$ cat src/rtl/riscv_imem_ctrl.sv
// rtl/riscv_imem_ctrl.sv - instruction fetch bus interface with in-order response tracking
// Define RISCV_IMEM_CTRL_RVC_EN to allow halfword-aligned (compressed) fetch addresses.
module riscv_imem_ctrl #(
  parameter int XLEN            = 32,
  parameter int PARCEL_SIZE     = 32,
  parameter int MAX_OUTSTANDING = 2
) (
  input  logic                   clk,
  input  logic                   rst,
  input  logic [XLEN-1:0]        if_nxt_pc,
  input  logic                   if_stall,
  input  logic                   if_flush,
  output logic                   if_stall_nxt_pc,
  output logic [PARCEL_SIZE-1:0] if_parcel,
  output logic [XLEN-1:0]        if_parcel_pc,
  output logic [1:0]             if_parcel_valid,
  output logic                   if_parcel_misaligned,
  output logic                   if_parcel_page_fault,
  output logic                   mem_req,
  output logic [XLEN-1:0]        mem_adr,
  input  logic                   mem_ack,
  input  logic                   mem_rvalid,
  input  logic [PARCEL_SIZE-1:0] mem_rdata,
  input  logic                   mem_err
);

  localparam int D  = MAX_OUTSTANDING;
  localparam int PW = (D > 1) ? $clog2(D) : 1;
  localparam int CW = $clog2(D + 1);
  localparam int OW = CW + 2;

  typedef logic [PW-1:0] ptr_t;
  typedef logic [CW-1:0] cnt_t;

  function automatic ptr_t ptr_add(input ptr_t p, input int off);
    return ptr_t'((int'(p) + off) % D);
  endfunction

  // Pending entries: accepted fetches awaiting retirement, oldest at pend_rd_q
  logic [XLEN-1:0]        pend_pc_q    [D];
  logic [XLEN-1:0]        pend_pc_d    [D];
  logic                   pend_local_q [D];
  logic                   pend_local_d [D];
  logic                   pend_done_q  [D];
  logic                   pend_done_d  [D];
  logic [PARCEL_SIZE-1:0] pend_data_q  [D];
  logic [PARCEL_SIZE-1:0] pend_data_d  [D];
  logic                   pend_err_q   [D];
  logic                   pend_err_d   [D];
  ptr_t                   pend_rd_q, pend_rd_d, pend_wr_q, pend_wr_d;
  cnt_t                   pend_cnt_q, pend_cnt_d;

  logic [PARCEL_SIZE-1:0] resp_data_q  [D];
  logic [PARCEL_SIZE-1:0] resp_data_d  [D];
  logic [XLEN-1:0]        resp_pc_q    [D];
  logic [XLEN-1:0]        resp_pc_d    [D];
  logic                   resp_err_q   [D];
  logic                   resp_err_d   [D];
  logic                   resp_mis_q   [D];
  logic                   resp_mis_d   [D];
  ptr_t                   resp_rd_q, resp_rd_d, resp_wr_q, resp_wr_d;
  cnt_t                   resp_cnt_q, resp_cnt_d;

  cnt_t                   disc_cnt_q, disc_cnt_d;

  logic [PARCEL_SIZE-1:0] parcel_q, parcel_d;
  logic [XLEN-1:0]        parcel_pc_q, parcel_pc_d;
  logic [1:0]             parcel_valid_q, parcel_valid_d;
  logic                   parcel_mis_q, parcel_mis_d;
  logic                   parcel_fault_q, parcel_fault_d;

  logic                   misaligned;
  logic [OW-1:0]          occ;
  logic                   capacity;
  logic                   acc_mis;
  logic                   accept;

  logic                   tgt_found;
  logic                   tgt_head;
  ptr_t                   tgt_idx;
  cnt_t                   bus_out;

  logic                   rv_disc;
  logic                   rv_hit;
  logic                   ret;
  logic [PARCEL_SIZE-1:0] ret_data;
  logic [XLEN-1:0]        ret_pc;
  logic                   ret_err;
  logic                   ret_mis;
  logic                   go;
  logic                   push;
  logic                   pop;
  logic                   dlv;
  logic [PARCEL_SIZE-1:0] dlv_data;
  logic [XLEN-1:0]        dlv_pc;
  logic                   dlv_err;
  logic                   dlv_mis;

`ifdef RISCV_IMEM_CTRL_RVC_EN
  assign misaligned = if_nxt_pc[0];
`else
  assign misaligned = |if_nxt_pc[1:0];
`endif

  assign occ      = OW'(pend_cnt_q) + OW'(resp_cnt_q) + OW'(disc_cnt_q);
  assign capacity = occ < OW'(D);
  assign mem_req  = !rst && !if_stall && !if_flush && capacity && !misaligned;
  assign acc_mis  = !rst && !if_stall && !if_flush && capacity && misaligned;
  assign accept   = (mem_req && mem_ack) || acc_mis;
  assign mem_adr  = {if_nxt_pc[XLEN-1:2], 2'b00};

  assign if_stall_nxt_pc      = !accept;
  assign if_parcel            = parcel_q;
  assign if_parcel_pc         = parcel_pc_q;
  assign if_parcel_valid      = parcel_valid_q;
  assign if_parcel_misaligned = parcel_mis_q;
  assign if_parcel_page_fault = parcel_fault_q;

  // The next bus response belongs to the oldest bus entry still waiting for data
  always_comb begin
    tgt_found = 1'b0;
    tgt_head  = 1'b0;
    tgt_idx   = pend_rd_q;
    bus_out   = '0;
    for (int i = 0; i < D; i++) begin
      if (i < int'(pend_cnt_q)) begin
        if (!pend_local_q[ptr_add(pend_rd_q, i)] && !pend_done_q[ptr_add(pend_rd_q, i)]) begin
          bus_out = bus_out + cnt_t'(1);
          if (!tgt_found) begin
            tgt_found = 1'b1;
            tgt_head  = (i == 0);
            tgt_idx   = ptr_add(pend_rd_q, i);
          end
        end
      end
    end
  end

  always_comb begin
    rv_disc  = mem_rvalid && (disc_cnt_q != '0);
    rv_hit   = mem_rvalid && (disc_cnt_q == '0) && tgt_found;

    ret      = 1'b0;
    ret_data = '0;
    ret_err  = 1'b0;
    ret_mis  = 1'b0;
    ret_pc   = pend_pc_q[pend_rd_q];
    if (pend_cnt_q != '0) begin
      if (pend_local_q[pend_rd_q]) begin
        ret     = 1'b1;
        ret_mis = 1'b1;
      end else if (pend_done_q[pend_rd_q]) begin
        ret      = 1'b1;
        ret_data = pend_data_q[pend_rd_q];
        ret_err  = pend_err_q[pend_rd_q];
      end else if (rv_hit) begin
        ret      = 1'b1;
        ret_data = mem_rdata;
        ret_err  = mem_err;
      end
    end

    pend_pc_d    = pend_pc_q;
    pend_local_d = pend_local_q;
    pend_done_d  = pend_done_q;
    pend_data_d  = pend_data_q;
    pend_err_d   = pend_err_q;
    pend_rd_d    = pend_rd_q;
    pend_wr_d    = pend_wr_q;
    pend_cnt_d   = pend_cnt_q + cnt_t'(accept) - cnt_t'(ret);

    // Data for a non-head bus entry is parked until that entry reaches the head
    if (rv_hit && !tgt_head) begin
      pend_done_d[tgt_idx] = 1'b1;
      pend_data_d[tgt_idx] = mem_rdata;
      pend_err_d[tgt_idx]  = mem_err;
    end
    if (ret) begin
      pend_rd_d = ptr_add(pend_rd_q, 1);
    end
    if (accept) begin
      pend_pc_d[pend_wr_q]    = if_nxt_pc;
      pend_local_d[pend_wr_q] = acc_mis;
      pend_done_d[pend_wr_q]  = 1'b0;
      pend_wr_d               = ptr_add(pend_wr_q, 1);
    end

    go       = !if_stall && !if_flush;
    pop      = 1'b0;
    push     = 1'b0;
    dlv      = 1'b0;
    dlv_data = resp_data_q[resp_rd_q];
    dlv_pc   = resp_pc_q[resp_rd_q];
    dlv_err  = resp_err_q[resp_rd_q];
    dlv_mis  = resp_mis_q[resp_rd_q];
    if (go && (resp_cnt_q != '0)) begin
      pop  = 1'b1;
      dlv  = 1'b1;
      push = ret;
    end else if (go && ret) begin
      dlv      = 1'b1;
      dlv_data = ret_data;
      dlv_pc   = ret_pc;
      dlv_err  = ret_err;
      dlv_mis  = ret_mis;
    end else begin
      push = ret;
    end

    resp_data_d = resp_data_q;
    resp_pc_d   = resp_pc_q;
    resp_err_d  = resp_err_q;
    resp_mis_d  = resp_mis_q;
    resp_rd_d   = pop ? ptr_add(resp_rd_q, 1) : resp_rd_q;
    resp_wr_d   = resp_wr_q;
    resp_cnt_d  = resp_cnt_q + cnt_t'(push) - cnt_t'(pop);
    if (push) begin
      resp_data_d[resp_wr_q] = ret_data;
      resp_pc_d[resp_wr_q]   = ret_pc;
      resp_err_d[resp_wr_q]  = ret_err;
      resp_mis_d[resp_wr_q]  = ret_mis;
      resp_wr_d              = ptr_add(resp_wr_q, 1);
    end

    parcel_d       = parcel_q;
    parcel_pc_d    = parcel_pc_q;
    parcel_mis_d   = parcel_mis_q;
    parcel_fault_d = parcel_fault_q;
    parcel_valid_d = 2'b00;
    if (dlv) begin
      parcel_d       = dlv_data;
      parcel_pc_d    = dlv_pc;
      parcel_mis_d   = dlv_mis;
      parcel_fault_d = dlv_err;
`ifdef RISCV_IMEM_CTRL_RVC_EN
      parcel_valid_d = dlv_pc[1] ? 2'b10 : 2'b11;
`else
      parcel_valid_d = 2'b11;
`endif
    end

    disc_cnt_d = disc_cnt_q - cnt_t'(rv_disc);
    // Every bus read still owed to a flushed entry must be swallowed later
    if (if_flush) begin
      pend_rd_d  = '0;
      pend_wr_d  = '0;
      pend_cnt_d = '0;
      resp_rd_d  = '0;
      resp_wr_d  = '0;
      resp_cnt_d = '0;
      disc_cnt_d = disc_cnt_q + bus_out - cnt_t'(rv_disc || rv_hit);
    end
  end

  always_ff @(posedge clk or posedge rst) begin
    if (rst) begin
      for (int i = 0; i < D; i++) begin
        pend_pc_q[i]    <= '0;
        pend_local_q[i] <= 1'b0;
        pend_done_q[i]  <= 1'b0;
        pend_data_q[i]  <= '0;
        pend_err_q[i]   <= 1'b0;
        resp_data_q[i]  <= '0;
        resp_pc_q[i]    <= '0;
        resp_err_q[i]   <= 1'b0;
        resp_mis_q[i]   <= 1'b0;
      end
      pend_rd_q      <= '0;
      pend_wr_q      <= '0;
      pend_cnt_q     <= '0;
      resp_rd_q      <= '0;
      resp_wr_q      <= '0;
      resp_cnt_q     <= '0;
      disc_cnt_q     <= '0;
      parcel_q       <= '0;
      parcel_pc_q    <= '0;
      parcel_valid_q <= 2'b00;
      parcel_mis_q   <= 1'b0;
      parcel_fault_q <= 1'b0;
    end else begin
      pend_pc_q      <= pend_pc_d;
      pend_local_q   <= pend_local_d;
      pend_done_q    <= pend_done_d;
      pend_data_q    <= pend_data_d;
      pend_err_q     <= pend_err_d;
      resp_data_q    <= resp_data_d;
      resp_pc_q      <= resp_pc_d;
      resp_err_q     <= resp_err_d;
      resp_mis_q     <= resp_mis_d;
      pend_rd_q      <= pend_rd_d;
      pend_wr_q      <= pend_wr_d;
      pend_cnt_q     <= pend_cnt_d;
      resp_rd_q      <= resp_rd_d;
      resp_wr_q      <= resp_wr_d;
      resp_cnt_q     <= resp_cnt_d;
      disc_cnt_q     <= disc_cnt_d;
      parcel_q       <= parcel_d;
      parcel_pc_q    <= parcel_pc_d;
      parcel_valid_q <= parcel_valid_d;
      parcel_mis_q   <= parcel_mis_d;
      parcel_fault_q <= parcel_fault_d;
    end
  end

endmodule

$ cat config.mk
export PLATFORM = sky130hd
export DESIGN_NAME = riscv_imem_ctrl
export DESIGN_NICKNAME = d
export VERILOG_FILES = /design/src/rtl/riscv_imem_ctrl.sv
export SDC_FILE = /design/constraint.sdc
export NUM_CORES = 1
export LEC_CHECK = 0
export ABC_AREA = 1
export CAP_MARGIN = 25
export CORE_MARGIN = 2
export CORE_UTILIZATION = 52
export DETAILED_ROUTE_END_ITERATION = 8
export PLACE_DENSITY_LB_ADDON = 0.05
export SLEW_MARGIN = 20
export SYNTH_ARGS = -nofsm -noshare
export SYNTH_HDL_FRONTEND = slang
export SYNTH_SLANG_ARGS = --single-unit
$ cat constraint.sdc
create_clock -name clk -period 19.35 [get_ports clk]
set_input_delay 5.805 -clock clk [delete_from_list [all_inputs] [get_ports clk]]
set_output_delay 5.805 -clock clk [all_outputs]
set_load 0.05 [all_outputs]
## After elaboration in Yosys (flattened, before gate mapping)

Cells that the tools add are included.
Widths: inputs -> output; s select.

- Register bits after elaboration: 344
- Bits of input ports: 71
- Output and inout port bits: 102
- Logic and storage cells: 212

- $add $sub $neg: 14
- Magnitude comparators: 12
- Multiplexer cells: 108
- Bitwise logic cells: 9
- Reductions and logical operators: 39

Operators with widths:

| operator | number |
|---|---|
| $mux 32 | 23 |
| $bwmux 64 | 4 |
| $demux 32 s1 | 3 |
| $mux 1 | 63 |
| $logic_and 1x1->1 | 18 |
| $mux 2 | 8 |
| $reduce_bool 2->1 | 7 |
| $ge 2x2->1 const B | 6 |
| $not 1->2 | 6 |
| $logic_not 1->1 | 10 |
| $bwmux 2 | 4 |
| $sub 2x1->2 | 4 |
| $lt 2x1->1 const B | 3 |
| $add 1x1->1 const B | 4 |
| $add 2x1->2 | 2 |
| $add 3x2->4 | 1 |
| $lt 1x2->1 const A | 2 |
| $lt 4x2->1 const B | 1 |
| $add 2x2->3 | 1 |
| $demux 1 s1 | 3 |
| $add 2x1->2 const B | 1 |
| $add 2x2->2 | 1 |
| $and 2x2->2 | 1 |
| $logic_not 2->1 | 1 |
| other kinds (4) | 5 |

## Longest topological paths before layout

- Depth after elaboration: 21
- Depth in mapped cells: 19
- Gate-level depth less buffers: 17

## Least setup slack after synthesis

No wires, ideal clock.

- Kind: input to output
- Start: in rst
- End: out mem_req
- Data arrival time: 15.335 ns
- Data required time: 13.545 ns
- Slack: -1.790 ns
- Stages on the path: 3
- Path buffers: 0
- Path through: inv_1 -> nand3_1 -> nor4_1

- Word-level cells in the longest chain between the ends: 5

RTL lines:

| what | line | source |
|---|---|---|
| from (decl) | 9 | `input logic rst,` |
| $logic_not 1->1 (no source line) | n/a |  |
| $logic_and 1x1->1 (4 in a row) | 107 | `assign mem_req = !rst && !if_stall && !if_flush && capacity && !misaligned;` |
| to (decl) | 19 | `output logic mem_req,` |

Every way passes these cells.

## Worst setup path after layout

- Start: in rst
- End: out if_stall_nxt_pc

- Word-level cells in the longest chain between the ends: 8
- Elaborated cells between the ends (all ways): 9
- Classes of those cells: reduce/logical (9)

RTL lines:

| what | line | source |
|---|---|---|
| $logic_not 1->1 (no source line) (*) | n/a |  |
| $logic_and 1x1->1 (*) (3 in a row) | 107, 108 |  |
| $logic_and 1x1->1 | 107 |  |
| $logic_and 1x1->1 | 109 | `assign accept = (mem_req && mem_ack) \|\| acc_mis;` |
| $logic_or 1x1->1 (*) | 109 |  |
| $logic_not 1->1 (*) | 112 | `assign if_stall_nxt_pc = !accept;` |
| to (decl) | 13 | `output logic if_stall_nxt_pc,` |

Mark *: on every way between the ends. The rest lies on a longest branch, timed or not.

==> impl_metrics.env <==
export IMPL_outcome="completed"
export IMPL_die_w_um=183.6
export IMPL_cts_tree="done"
export IMPL_ios=173
export IMPL_rsz0062_at_grt="false"
export IMPL_fin_area_sq_um=19450
export IMPL_hpwl_mm=25.20
export IMPL_yosysWarnings=0
export IMPL_clockRootBuffer="clkbuf_16"
export IMPL_antenna_found_initial=1
export IMPL_worst_pin_slew_ns=1.070
export IMPL_io_buffer_count=170
export IMPL_drc_errors=0
export IMPL_drtPass1Iterations=6
export IMPL_fin_crit_sh_pct=72.63
export IMPL_fin_worst_skew_ns=0.01539
export IMPL_synth_area_sq_um=16770
export IMPL_setup_worst_path_start_class="input pin"
export IMPL_seq_power_share_pct=36.3
export IMPL_cts_resized_gates=0
export IMPL_synth_edf_count=0
export IMPL_yosys_top_cells_count="nand2_1 (1037), dfrtp_1 (343), nand3_1 (239), inv_1 (160), o21ai_0 (106)"
export IMPL_power_density_nw_per_um2=152.0
export IMPL_p_leak_uw=0.01053
export IMPL_setup_viol=0
export IMPL_grt_pass1_wl_mm=71.95
export IMPL_post_drt_wl_per_cell_um=16.51
export IMPL_power_switching_uw=1269
export IMPL_hold_buffers=0
export IMPL_internal_power_uw=1688
export IMPL_nNetsFinal=2351
export IMPL_cp_data_required_time_ns=13.54
export IMPL_slew_viol_final=0
export IMPL_drive_gt1_share_pct=5.153
export IMPL_hold_viol_final=0
export IMPL_cts_sinks=343
export IMPL_worstHoldPathCells=2
export IMPL_fmax_mhz=71.16
export IMPL_pwr_share_comb_pct=40.0
export IMPL_rr_worst_depth=14
export IMPL_synth_top_area_share_pct=51.17
export IMPL_detail_route_vias_per_cell=5.293
export IMPL_ys_seq_area_share_pct=51.17
export IMPL_cts_setup_buffers=0
export IMPL_yosys_top_cells_area="dfrtp_1 (51%), nand2_1 (23%), nand3_1 (7.1%), inv_1 (3.6%), o21ai_0 (3.2%)"
export IMPL_cp_arrival_ns=8.25
export IMPL_die_h_um=183.6
export IMPL_track_usage_pct=26.88
export IMPL_synth_flop_cell="dfrtp_1"
export IMPL_grt_max_degree=100
export IMPL_h_tree_depth=2
export IMPL_cts_buffers=39
export IMPL_wl_mm=44.46
export IMPL_synthArstFlopShare_pct=100.0
export IMPL_syn_area_per_cell_sq_um=7.608
export IMPL_ir_drop_uv=124.6
export IMPL_clkTransAtPathRegs_ns=0.05
export IMPL_die_area_sq_um=33710
export IMPL_critical_path_peak_fanout=23
export IMPL_hold_path_class="register to register"
export IMPL_max_cap_viol_count=0
export IMPL_yosysMostFrequentCell="nand2_1"
export IMPL_relSlewSlack_pct=28.64
export IMPL_insertion_delay_ns=0.52
export IMPL_core_area_sq_um=31640
export IMPL_start_util_pct=53.02
export IMPL_rows=65
export IMPL_cp_end_kind="primary output"
export IMPL_ys_seq_elements=343
export IMPL_clockBufferDepth=3
export IMPL_drtAntennaViolNets=0
export IMPL_vias=14260
export IMPL_drt_iter0_drc=1357
export IMPL_pwr_share_clk_pct=23.7
export IMPL_synthCells=2205
export IMPL_area_growth_pct=15.96
export IMPL_synth_top_area_cell="dfrtp_1"
export IMPL_path_class="input pin to primary output"
export IMPL_grt_pass1_vias=13430
export IMPL_grt_ovfl_total=0
export IMPL_place_area_sq_um=18250
export IMPL_routabilityCongestion=0.8138
export IMPL_yosys_cell_types_count=35
export IMPL_period_needed_ns=14.05
export IMPL_fin_tns_setup_ns=0
export IMPL_swShare_pct=42.92
==> layout by cell type, fill, tap and decap left out, types with 4 or more instances in the layout <==
master,count
clkbuf_16,41
buf_4,19
nand3_4,4
inv_1,157
nand3_1,237
clkbuf_8,8
ha_1,11
o21ai_0,106
nand3_2,4
nor2_4,4
clkdlybuf4s50_1,170
dfrtp_1,342
or2_2,11
o211ai_1,42
clkbuf_1,9
inv_2,6
xnor2_1,4
nand2_1,1037
nand2_2,6
clkinv_2,4
nor2_1,44
==> worst paths after layout <==
check,from,end,slack (ns)
setup / recovery,rst,if_stall_nxt_pc,5.30
max in group asynchronous,rst,if_parcel_pc[8]$_DFFE_PP0P_,11.67
min in group asynchronous,rst,if_parcel[21]$_DFFE_PP0P_,5.72
hold / removal,pend_data_q[2]$_DFFE_PP0P_,pend_data_q[2]$_DFFE_PP0P_,0.47
hold reg to reg,pend_data_q[2]$_DFFE_PP0P_,pend_data_q[2]$_DFFE_PP0P_,0.47
setup reg to reg,pend_rd_q$_DFFE_PP0P_,pend_data_q[12]$_DFFE_PP0P_,14.79
==> power groups by stage <==
| stage | combinational [uW] | sequential, uW | clock (uW) |
|---|---|---|---|
| finish | 1180 | 1070 | 700 |
| global route | 1310 | 1100 | 742 |
| floorplan | 723 | 1200 | 0 |
| CTS | 1190 | 1070 | 709 |
| detailed placement | 1180 | 1080 | 0 |
| global placement | 1160 | 1080 | 0 |
==> worst max-delay path, stage by stage <==
cell and delay (ns):
clkdlybuf4s50_1 0.51, clkinvlp_4 0.52, nand3_1 0.37, nor3_2 0.11, nand2_1 0.11, clkdlybuf4s50_1 0.81
==> layer usage <==
metal  track usage (%)  vias up  share of wire [%]
li1                  -     6940                  -
met4             7.104        0                2.2
met3             4.418       71                7.5
met5                 0        -                  0
met2             42.25      480                 45
met1             38.93     6764                 45
==> metrics by stage <==
step | instances | util [%] | setup WS [ns] | hold WS [ns] | total power (uW)
after global placement | 2629 | 57.69 | 5.284 | 0.4530 | 2238
final | 2693 | 61.49 | 5.296 | 0.4694 | 2958
after floorplan | 2206 | - | 1.574 | 0.4417 | 1920
after CTS | 2692 | 61.48 | 5.254 | 0.4720 | 2967
after global routing | 2693 | 61.49 | 5.125 | 0.4783 | 3156
after detailed placement | 2629 | 57.69 | 5.269 | 0.4583 | 2262
==> flip-flops by register name (all words and copies together), names as in the netlist, 2 cells and up <==
name and cells:
pend_done_q 2, resp_pc_q 64, if_parcel_pc 32, pend_data_q 64, pend_pc_q 64, pend_err_q 2, resp_data_q 64, pend_local_q 2
pend_cnt_q 2, resp_mis_q 2, resp_err_q 2, if_parcel 32, resp_cnt_q 2, disc_cnt_q 2
==> logic make-up after synthesis <==
logic type                 Yosys count  synth area share (%)
DFF                                343                 51.17
buffers and inverters              336                 9.219
adders and majority gates           12                0.9398
other                                1               0.02235
xor gates and xnor gates             7                0.3655
and+or+nand+nor                   1353                 33.01
AOI/OAI and AO/OA                  153                 5.273
==> layout make-up <==
type                       count  area [sq um]
timing repair buffer         189          1844
inverter                     168         641.9
multi-input combinational   1527          6679
fill                        2835         12180
clock inverter                 5         27.53
clock buffer                  58          1170
sequential                   343          8584
tap                          402         503.0
antenna                        1         2.502
Note: power is estimated with default switching activity, not from simulation.
